===== config.mk =====
export PLATFORM = sky130hd
export DESIGN_NAME = pipe_hazard_ctrl_flat
export DESIGN_NICKNAME = d
export VERILOG_FILES = /design/src/rtl/pipe_hazard_ctrl_pkg.sv /design/src/rtl/pipe_hazard_ctrl_if.sv /design/src/rtl/pipe_hazard_ctrl_dep_cmp.sv /design/src/rtl/pipe_hazard_ctrl.sv /design/src/flat_wrapper.sv
export SDC_FILE = /design/constraint.sdc
export NUM_CORES = 1
export LEC_CHECK = 0
export ABC_AREA = 1
export CAP_MARGIN = 20
export CORE_MARGIN = 3
export CORE_UTILIZATION = 47
export CTS_CLUSTER_SIZE = 8
export DETAILED_ROUTE_END_ITERATION = 7
export PLACE_DENSITY = 0.79
export RECOVER_POWER = 50
export SYNTH_ARGS = -nofsm -noshare
export SYNTH_HDL_FRONTEND = slang
export SYNTH_HIERARCHICAL = 1
export SYNTH_SLANG_ARGS = --single-unit

===== constraint.sdc =====
create_clock -name clk -period 2.9 [get_ports clk]
set_clock_uncertainty 0.05 [all_clocks]
set_input_delay 0.87 -clock clk [delete_from_list [all_inputs] [get_ports clk]]
set_output_delay 0.87 -clock clk [all_outputs]
set_load 0.05 [all_outputs]

===== src/rtl/pipe_hazard_ctrl_pkg.sv =====
// Types and constants shared between the hazard unit and the core pipeline.
package pipe_ctrl_pkg;

  localparam int NREG  = 32;
  localparam int REG_W = $clog2(NREG);

  typedef enum logic [1:0] {
    FWD_REG   = 2'b00,
    FWD_EXMEM = 2'b01,
    FWD_MEMWB = 2'b10
  } fwd_sel_e;

  typedef struct packed {
    logic             valid;
    logic [REG_W-1:0] rd;
    logic             regwrite;
    logic             is_load;
  } stage_shadow_t;

endpackage


===== src/rtl/pipe_hazard_ctrl_if.sv =====
// Decode-side request and pipeline-control response bundle of the hazard unit.
interface pipe_hazard_ctrl_if
  import pipe_ctrl_pkg::*;
#(
  parameter int RW    = 5,
  parameter int CNT_W = 16
);

  logic           id_valid;
  logic [RW-1:0]  id_rs1;
  logic [RW-1:0]  id_rs2;
  logic           id_rs1_used;
  logic           id_rs2_used;
  logic [RW-1:0]  id_rd;
  logic           id_regwrite;
  logic           id_is_load;
  logic           ex_redirect;

  logic           stall_if;
  logic           stall_id;
  logic           bubble_ex;
  logic           flush_ifid;
  fwd_sel_e       fwd_a;
  fwd_sel_e       fwd_b;
  logic           issue;
  logic [CNT_W-1:0] stall_cnt;
  logic [CNT_W-1:0] flush_cnt;

  modport master (
    output id_valid, id_rs1, id_rs2, id_rs1_used, id_rs2_used,
           id_rd, id_regwrite, id_is_load, ex_redirect,
    input  stall_if, stall_id, bubble_ex, flush_ifid, fwd_a, fwd_b,
           issue, stall_cnt, flush_cnt
  );

  modport slave (
    input  id_valid, id_rs1, id_rs2, id_rs1_used, id_rs2_used,
           id_rd, id_regwrite, id_is_load, ex_redirect,
    output stall_if, stall_id, bubble_ex, flush_ifid, fwd_a, fwd_b,
           issue, stall_cnt, flush_cnt
  );

endinterface


===== src/rtl/pipe_hazard_ctrl_dep_cmp.sv =====
// Writer-match comparator: true when a stage entry writes the given source register.
module pipe_dep_cmp #(
  parameter int RW = 5
) (
  input  logic          i_valid,
  input  logic          i_regwrite,
  input  logic [RW-1:0] i_rd,
  input  logic [RW-1:0] i_src,
  output logic          o_match
);

  // x0 is hardwired zero, so a write to it never creates a dependence.
  assign o_match = i_valid && i_regwrite && (i_rd == i_src) && (i_src != '0);

endmodule


===== src/rtl/pipe_hazard_ctrl.sv =====
// Hazard detection, bubble/flush control and EX operand forwarding for the 5-stage core.
module pipe_hazard_ctrl
  import pipe_ctrl_pkg::*;
#(
  parameter int NREG   = pipe_ctrl_pkg::NREG,
  parameter int RW     = $clog2(NREG),
  parameter int FWD_EN = 1,
  parameter int CNT_W  = 16
) (
  input  logic             clk,
  input  logic             reset_n,
  pipe_hazard_ctrl_if.slave bus
);

  stage_shadow_t r_ex, r_mem, r_wb;
  logic [RW-1:0] r_ex_src  [2];
  logic          r_ex_used [2];
  logic [CNT_W-1:0] r_stall_cnt, r_flush_cnt;

  logic [RW-1:0] w_id_src  [2];
  logic          w_id_used [2];
  logic [1:0]    w_id_hit_ex, w_id_hit_mem, w_ex_hit_mem, w_ex_hit_wb;
  logic [1:0]    w_haz_src, w_ld_fwd_viol;
  fwd_sel_e      w_fwd [2];
  logic          w_stall, w_issue;
  logic          w_unused_ok;

  assign w_id_src[0]  = bus.id_rs1;
  assign w_id_src[1]  = bus.id_rs2;
  assign w_id_used[0] = bus.id_valid && bus.id_rs1_used;
  assign w_id_used[1] = bus.id_valid && bus.id_rs2_used;

  genvar gi;
  generate
    for (gi = 0; gi < 2; gi++) begin : g_src
      pipe_dep_cmp #(.RW(RW)) u_id_ex (
        .i_valid(r_ex.valid), .i_regwrite(r_ex.regwrite), .i_rd(r_ex.rd),
        .i_src(w_id_src[gi]), .o_match(w_id_hit_ex[gi])
      );
      pipe_dep_cmp #(.RW(RW)) u_id_mem (
        .i_valid(r_mem.valid), .i_regwrite(r_mem.regwrite), .i_rd(r_mem.rd),
        .i_src(w_id_src[gi]), .o_match(w_id_hit_mem[gi])
      );
      pipe_dep_cmp #(.RW(RW)) u_ex_mem (
        .i_valid(r_mem.valid), .i_regwrite(r_mem.regwrite), .i_rd(r_mem.rd),
        .i_src(r_ex_src[gi]), .o_match(w_ex_hit_mem[gi])
      );
      pipe_dep_cmp #(.RW(RW)) u_ex_wb (
        .i_valid(r_wb.valid), .i_regwrite(r_wb.regwrite), .i_rd(r_wb.rd),
        .i_src(r_ex_src[gi]), .o_match(w_ex_hit_wb[gi])
      );

      if (FWD_EN != 0) begin : g_fwd
        assign w_haz_src[gi] = w_id_used[gi] && w_id_hit_ex[gi] && r_ex.is_load;
        // A load result is not ready in MEM; the load-use stall keeps consumers out.
        assign w_fwd[gi] = (r_ex_used[gi] && w_ex_hit_mem[gi] && !r_mem.is_load) ? FWD_EXMEM :
                           (r_ex_used[gi] && w_ex_hit_wb[gi])                     ? FWD_MEMWB :
                                                                                    FWD_REG;
      end else begin : g_nofwd
        assign w_haz_src[gi] = w_id_used[gi] && (w_id_hit_ex[gi] || w_id_hit_mem[gi]);
        assign w_fwd[gi]     = FWD_REG;
      end

      assign w_ld_fwd_viol[gi] = r_ex_used[gi] && w_ex_hit_mem[gi] && r_mem.is_load;
    end
  endgenerate

  assign w_stall = (|w_haz_src) && !bus.ex_redirect;
  assign w_issue = bus.id_valid && !w_stall && !bus.ex_redirect;

  assign bus.stall_if   = w_stall;
  assign bus.stall_id   = w_stall;
  assign bus.bubble_ex  = w_stall || bus.ex_redirect;
  assign bus.flush_ifid = bus.ex_redirect;
  assign bus.issue      = w_issue;
  assign bus.fwd_a      = w_fwd[0];
  assign bus.fwd_b      = w_fwd[1];
  assign bus.stall_cnt  = r_stall_cnt;
  assign bus.flush_cnt  = r_flush_cnt;

  // WB load flag is tracked for the core's benefit but not needed for any decision here.
  assign w_unused_ok = r_wb.is_load;

  always_ff @(posedge clk or negedge reset_n) begin
    if (!reset_n) begin
      r_ex         <= '0;
      r_mem        <= '0;
      r_wb         <= '0;
      r_ex_src[0]  <= '0;
      r_ex_src[1]  <= '0;
      r_ex_used[0] <= 1'b0;
      r_ex_used[1] <= 1'b0;
    end else begin
      r_wb  <= r_mem;
      r_mem <= r_ex;
      if (w_issue) begin
        r_ex         <= '{valid: 1'b1, rd: bus.id_rd, regwrite: bus.id_regwrite,
                          is_load: bus.id_is_load};
        r_ex_src[0]  <= bus.id_rs1;
        r_ex_src[1]  <= bus.id_rs2;
        r_ex_used[0] <= bus.id_rs1_used;
        r_ex_used[1] <= bus.id_rs2_used;
      end else begin
        r_ex         <= '0;
        r_ex_src[0]  <= '0;
        r_ex_src[1]  <= '0;
        r_ex_used[0] <= 1'b0;
        r_ex_used[1] <= 1'b0;
      end
    end
  end

  always_ff @(posedge clk or negedge reset_n) begin
    if (!reset_n) begin
      r_stall_cnt <= '0;
      r_flush_cnt <= '0;
    end else begin
      if (w_stall && (r_stall_cnt != '1))
        r_stall_cnt <= r_stall_cnt + 1'b1;
      if (bus.ex_redirect && (r_flush_cnt != '1))
        r_flush_cnt <= r_flush_cnt + 1'b1;
    end
  end

  always_ff @(posedge clk) begin
    if (reset_n)
      assert (w_ld_fwd_viol == 2'b00);
  end

endmodule


===== src/flat_wrapper.sv =====
// flat-port wrapper written by rule: the top's interface ports become plain ports
module pipe_hazard_ctrl_flat import pipe_ctrl_pkg::*;
#(
  parameter int NREG   = pipe_ctrl_pkg::NREG,
  parameter int RW     = $clog2(NREG),
  parameter int FWD_EN = 1,
  parameter int CNT_W  = 16
)
  (clk, reset_n, bus_id_valid, bus_id_rs1, bus_id_rs2, bus_id_rs1_used, bus_id_rs2_used, bus_id_rd, bus_id_regwrite, bus_id_is_load, bus_ex_redirect, bus_stall_if, bus_stall_id, bus_bubble_ex, bus_flush_ifid, bus_fwd_a, bus_fwd_b, bus_issue, bus_stall_cnt, bus_flush_cnt);
  pipe_hazard_ctrl_if #(.RW(RW), .CNT_W(CNT_W)) bus_i ();
  input  logic clk;
  input  logic reset_n;
  input wire logic [$bits(bus_i.id_valid)-1:0] bus_id_valid;
  input wire logic [$bits(bus_i.id_rs1)-1:0] bus_id_rs1;
  input wire logic [$bits(bus_i.id_rs2)-1:0] bus_id_rs2;
  input wire logic [$bits(bus_i.id_rs1_used)-1:0] bus_id_rs1_used;
  input wire logic [$bits(bus_i.id_rs2_used)-1:0] bus_id_rs2_used;
  input wire logic [$bits(bus_i.id_rd)-1:0] bus_id_rd;
  input wire logic [$bits(bus_i.id_regwrite)-1:0] bus_id_regwrite;
  input wire logic [$bits(bus_i.id_is_load)-1:0] bus_id_is_load;
  input wire logic [$bits(bus_i.ex_redirect)-1:0] bus_ex_redirect;
  output wire logic [$bits(bus_i.stall_if)-1:0] bus_stall_if;
  output wire logic [$bits(bus_i.stall_id)-1:0] bus_stall_id;
  output wire logic [$bits(bus_i.bubble_ex)-1:0] bus_bubble_ex;
  output wire logic [$bits(bus_i.flush_ifid)-1:0] bus_flush_ifid;
  output wire logic [$bits(bus_i.fwd_a)-1:0] bus_fwd_a;
  output wire logic [$bits(bus_i.fwd_b)-1:0] bus_fwd_b;
  output wire logic [$bits(bus_i.issue)-1:0] bus_issue;
  output wire logic [$bits(bus_i.stall_cnt)-1:0] bus_stall_cnt;
  output wire logic [$bits(bus_i.flush_cnt)-1:0] bus_flush_cnt;
  assign bus_i.id_valid = bus_id_valid;
  assign bus_i.id_rs1 = bus_id_rs1;
  assign bus_i.id_rs2 = bus_id_rs2;
  assign bus_i.id_rs1_used = bus_id_rs1_used;
  assign bus_i.id_rs2_used = bus_id_rs2_used;
  assign bus_i.id_rd = bus_id_rd;
  assign bus_i.id_regwrite = bus_id_regwrite;
  assign bus_i.id_is_load = bus_id_is_load;
  assign bus_i.ex_redirect = bus_ex_redirect;
  assign bus_stall_if = bus_i.stall_if;
  assign bus_stall_id = bus_i.stall_id;
  assign bus_bubble_ex = bus_i.bubble_ex;
  assign bus_flush_ifid = bus_i.flush_ifid;
  assign bus_fwd_a = bus_i.fwd_a;
  assign bus_fwd_b = bus_i.fwd_b;
  assign bus_issue = bus_i.issue;
  assign bus_stall_cnt = bus_i.stall_cnt;
  assign bus_flush_cnt = bus_i.flush_cnt;
  pipe_hazard_ctrl #(.NREG(NREG), .RW(RW), .FWD_EN(FWD_EN), .CNT_W(CNT_W)) u_core (.clk(clk), .reset_n(reset_n), .bus(bus_i));
endmodule

==> impl_results.md <==
- Worst path required time: between 1.5 and 2 ns
- CTS Buf Count: 9
- Most common library cells after synthesis: nand2_1 (211), inv_1 (99), dfrtp_1 (67), nor2_1 (63), nand3_1 (31)
- Clk slew on worst S/H paths: 0.07 ns
- All-layer global routing usage: about a fifth
- Dpl cells: approximately 750
- Wire length per cell: ~13 um
- Detail Placement HPWL: approximately 7.4 mm
- ANT nets after route: 0
- Synth top area cells: dfrtp_1 (42%), nand2_1 (20%), inv_1 (9.4%), nor2_1 (6.0%), nand3_1 (3.9%)
- Number of global-route vias before repair: between 3000 and 4000
- CTS sink cnt: 67
- Tcrit/Tclk final: 103.3%
- Worst Hold Depth: 0
- Worst setup SP type: input pin
- Post-layout min period: approximately 3 ns
- Max Fanout on Critical Path: 4
- Pre-CTS setup slack: -0.5175 ns
- Die Span X: 97.92 um
- Slew HR: between 50% and 60%
- Synth Register Bits: 67
- Site Rows: 32
- Hold slack: between 0.3 and 0.4 ns
- DRC viols: 0
- Min setup slack post-route: -0.09433 ns
- Overflow after GRT: 0
- Vias after detailed routing: ~3800
- First-pass GRT wire length: roughly 16 mm
- Area grow syn2layout: 27.73%
- Post-Syn Nets: 609
- Bufs on Longest Clock Path: 2
- Max-slew violation count: 0
- Max_cap viols: 0
- VDD IR-drop max: 0.6150 mV
- Post-synthesis sequential area ratio: ~42%
- WP data arrival: 2.07 ns
- CP max-delay cell: clkdlybuf4s50_1
- IO buf count: 63
- Critical setup path kind: in -> out
- Core Util, Final: a little under two thirds
- Pre-Repair DR Iteration Count: 5
- Final hold vios: 0
- Failing checks: setup timing
- Synth top area share: about 42%
- Mapped Cells: 584
- Height of the chip: approximately 100 um
- Routed WL: around 9.8 mm
- CTS tree: done
- Crit. End Element: output pin
- Synth Flop Type: dfrtp_1
- # IOs: between 60 and 70
- Hold Crit Class: reg -> reg
- Status: complete, but fails checks
- Initial antenna violation count: 1
- Nets@finish: 688
- Syn. warnings: 6
- Total die area: about 9600 sq um
- CTS H-Tree Depth: 3
- Final setup fails: 2
- Largest net degree at the start of global routing: 30
- Placer congestion estimate: roughly 0.85
- Pwr Density: approximately 450 nW/um^2
- Area leader, netlist: dfrtp_1
- R2R depth: 14
- F_max: ~330 MHz
- Worst path max stage delay: around 0.53 ns
- Worst slew pin tran: ~0.64 ns
- Vias per cell: between 4 and 5
- CTS root buf: clkbuf_8
- Hold_buf cts: 0
- Leakage power: around 2.6 nW
- Initial Util: 49.84%
- Most frequent cell after synthesis: nand2_1
- Mapped Area: 3971 sq um
- Core area: around 8000 sq um
- Mean Syn Cell Area: 6.800 sq um
- Ys async rst share: between 90% and 100%
- EDFF count, synth: 0
- RSZ-0062 raised after global routing: true
- Unique masters post-synth: 25
- Worst-path cell chain: clkdlybuf4s50_1 -> inv_2 -> nand4_1 -> clkinvlp_4 -> buf_12
- 1st-iter DRT viols: around 210
- Fin cells: 770
- Worst skew pair latency: between 0.3 and 0.4 ns
- Share of cells above drive strength 1: between 20% and 30%
per-stage QoR:
stage / total power [mW] / setup TNS (ns) / instance area, sq um
CTS: 2.283 / -0.1510 / 4981
finish: 2.282 / -0.1878 / 5072
floorplan: 1.406 / -0.01453 / 3975
detailed placement: 1.619 / -4.318 / 4811
global placement: 1.603 / -3.202 / 4811
global route: 2.393 / -0.5255 / 5072
critical path: cells and delay by family:
family / cells / cell delay (ns)
simple gates: 1 / 0.18
buf+inv: 4 / 1.02
what timing repair did:
action	4_1_cts	5_1_grt
endpoints found under the setup margin	4	4
gates resized for setup	54	33
buffers inserted	1	0
pin swaps	19	21
report_power, final:
part	switching [mW]	internal (mW)	total [mW]
Sequential	0.0873	0.994	1.08
Clock	0.338	0.325	0.664
Combinational	0.338	0.200	0.538
path summary, 6_finish.rpt:
check / to / slack [ns] / from
worst min register to register: u_core/r_wb[1] / 0.38 / u_core/r_mem[1]
worst max register to register: u_core/bus.stall_cnt[0] / 0.68 / u_core/r_ex[5]
worst min-delay path: u_core/r_wb[1] / 0.38 / u_core/r_mem[1]
max in group asynchronous: u_core/r_ex[3] / 1.66 / reset_n
min in group asynchronous: u_core/bus.stall_cnt[10] / 0.50 / reset_n
worst max-delay path: bus_stall_id / -0.09 / bus_ex_redirect
registers in the layout (all words and copies together), names as in the netlist:
signal,cells
u_core/r_ex,8
u_core/r_ex_used,2
u_core/r_mem,8
u_core/r_wb,7
u_core/r_ex_src,10
u_core/bus.stall_cnt,16
u_core/bus.flush_cnt,16
cell families (layout without fill, tap and decap cells):
| group | count (synthesis) | after routing | synth area share, % |
|---|---|---|---|
| buffers and inverters | 126 | 209 | 12.98 |
| AOI/OAI and AO/OA | 21 | 21 | 3.119 |
| other | 0 | 1 | 0 |
| and+or+nand+nor | 358 | 358 | 38.85 |
| xor gates and xnor gates | 10 | 10 | 2.206 |
| DFF | 67 | 67 | 42.22 |
| adders and majority gates | 2 | 2 | 0.6300 |
placed cells by master (no fill, tap or decap), drive strengths merged:
cell type / n
nand2: 225
inv: 111
nor2: 89
dfrtp: 67
clkdlybuf4s50: 43
buf: 33
nand3: 32
o21ai: 15
clkbuf: 12
nand4: 9
clkinv: 9
xor2: 7
a21oi: 6
xnor2: 3
nor3: 2
ha: 2
diode: 1
clkinvlp: 1
nand3b: 1
routing by layer:
| layer | wire length (um) | track usage (%) |
|---|---|---|
| met4 | 388 | 10.54 |
| met5 | 0 | 0 |
| met3 | 490 | 3.714 |
| met2 | 4940 | 34.24 |
| met1 | 4000 | 26.73 |
layout make-up:
type                    count  area [sq um]
clock buffers              12         145.1
diodes                      1         2.502
multi-input cells         391          1848
fillers                   666          2895
inverters                 118         449.2
well taps                 102         127.6
flip-flops and latches     67          1679
repair buffers             76         805.8
clock inverters             3         15.01
No activity file was read; power rests on OpenSTA's default activity.
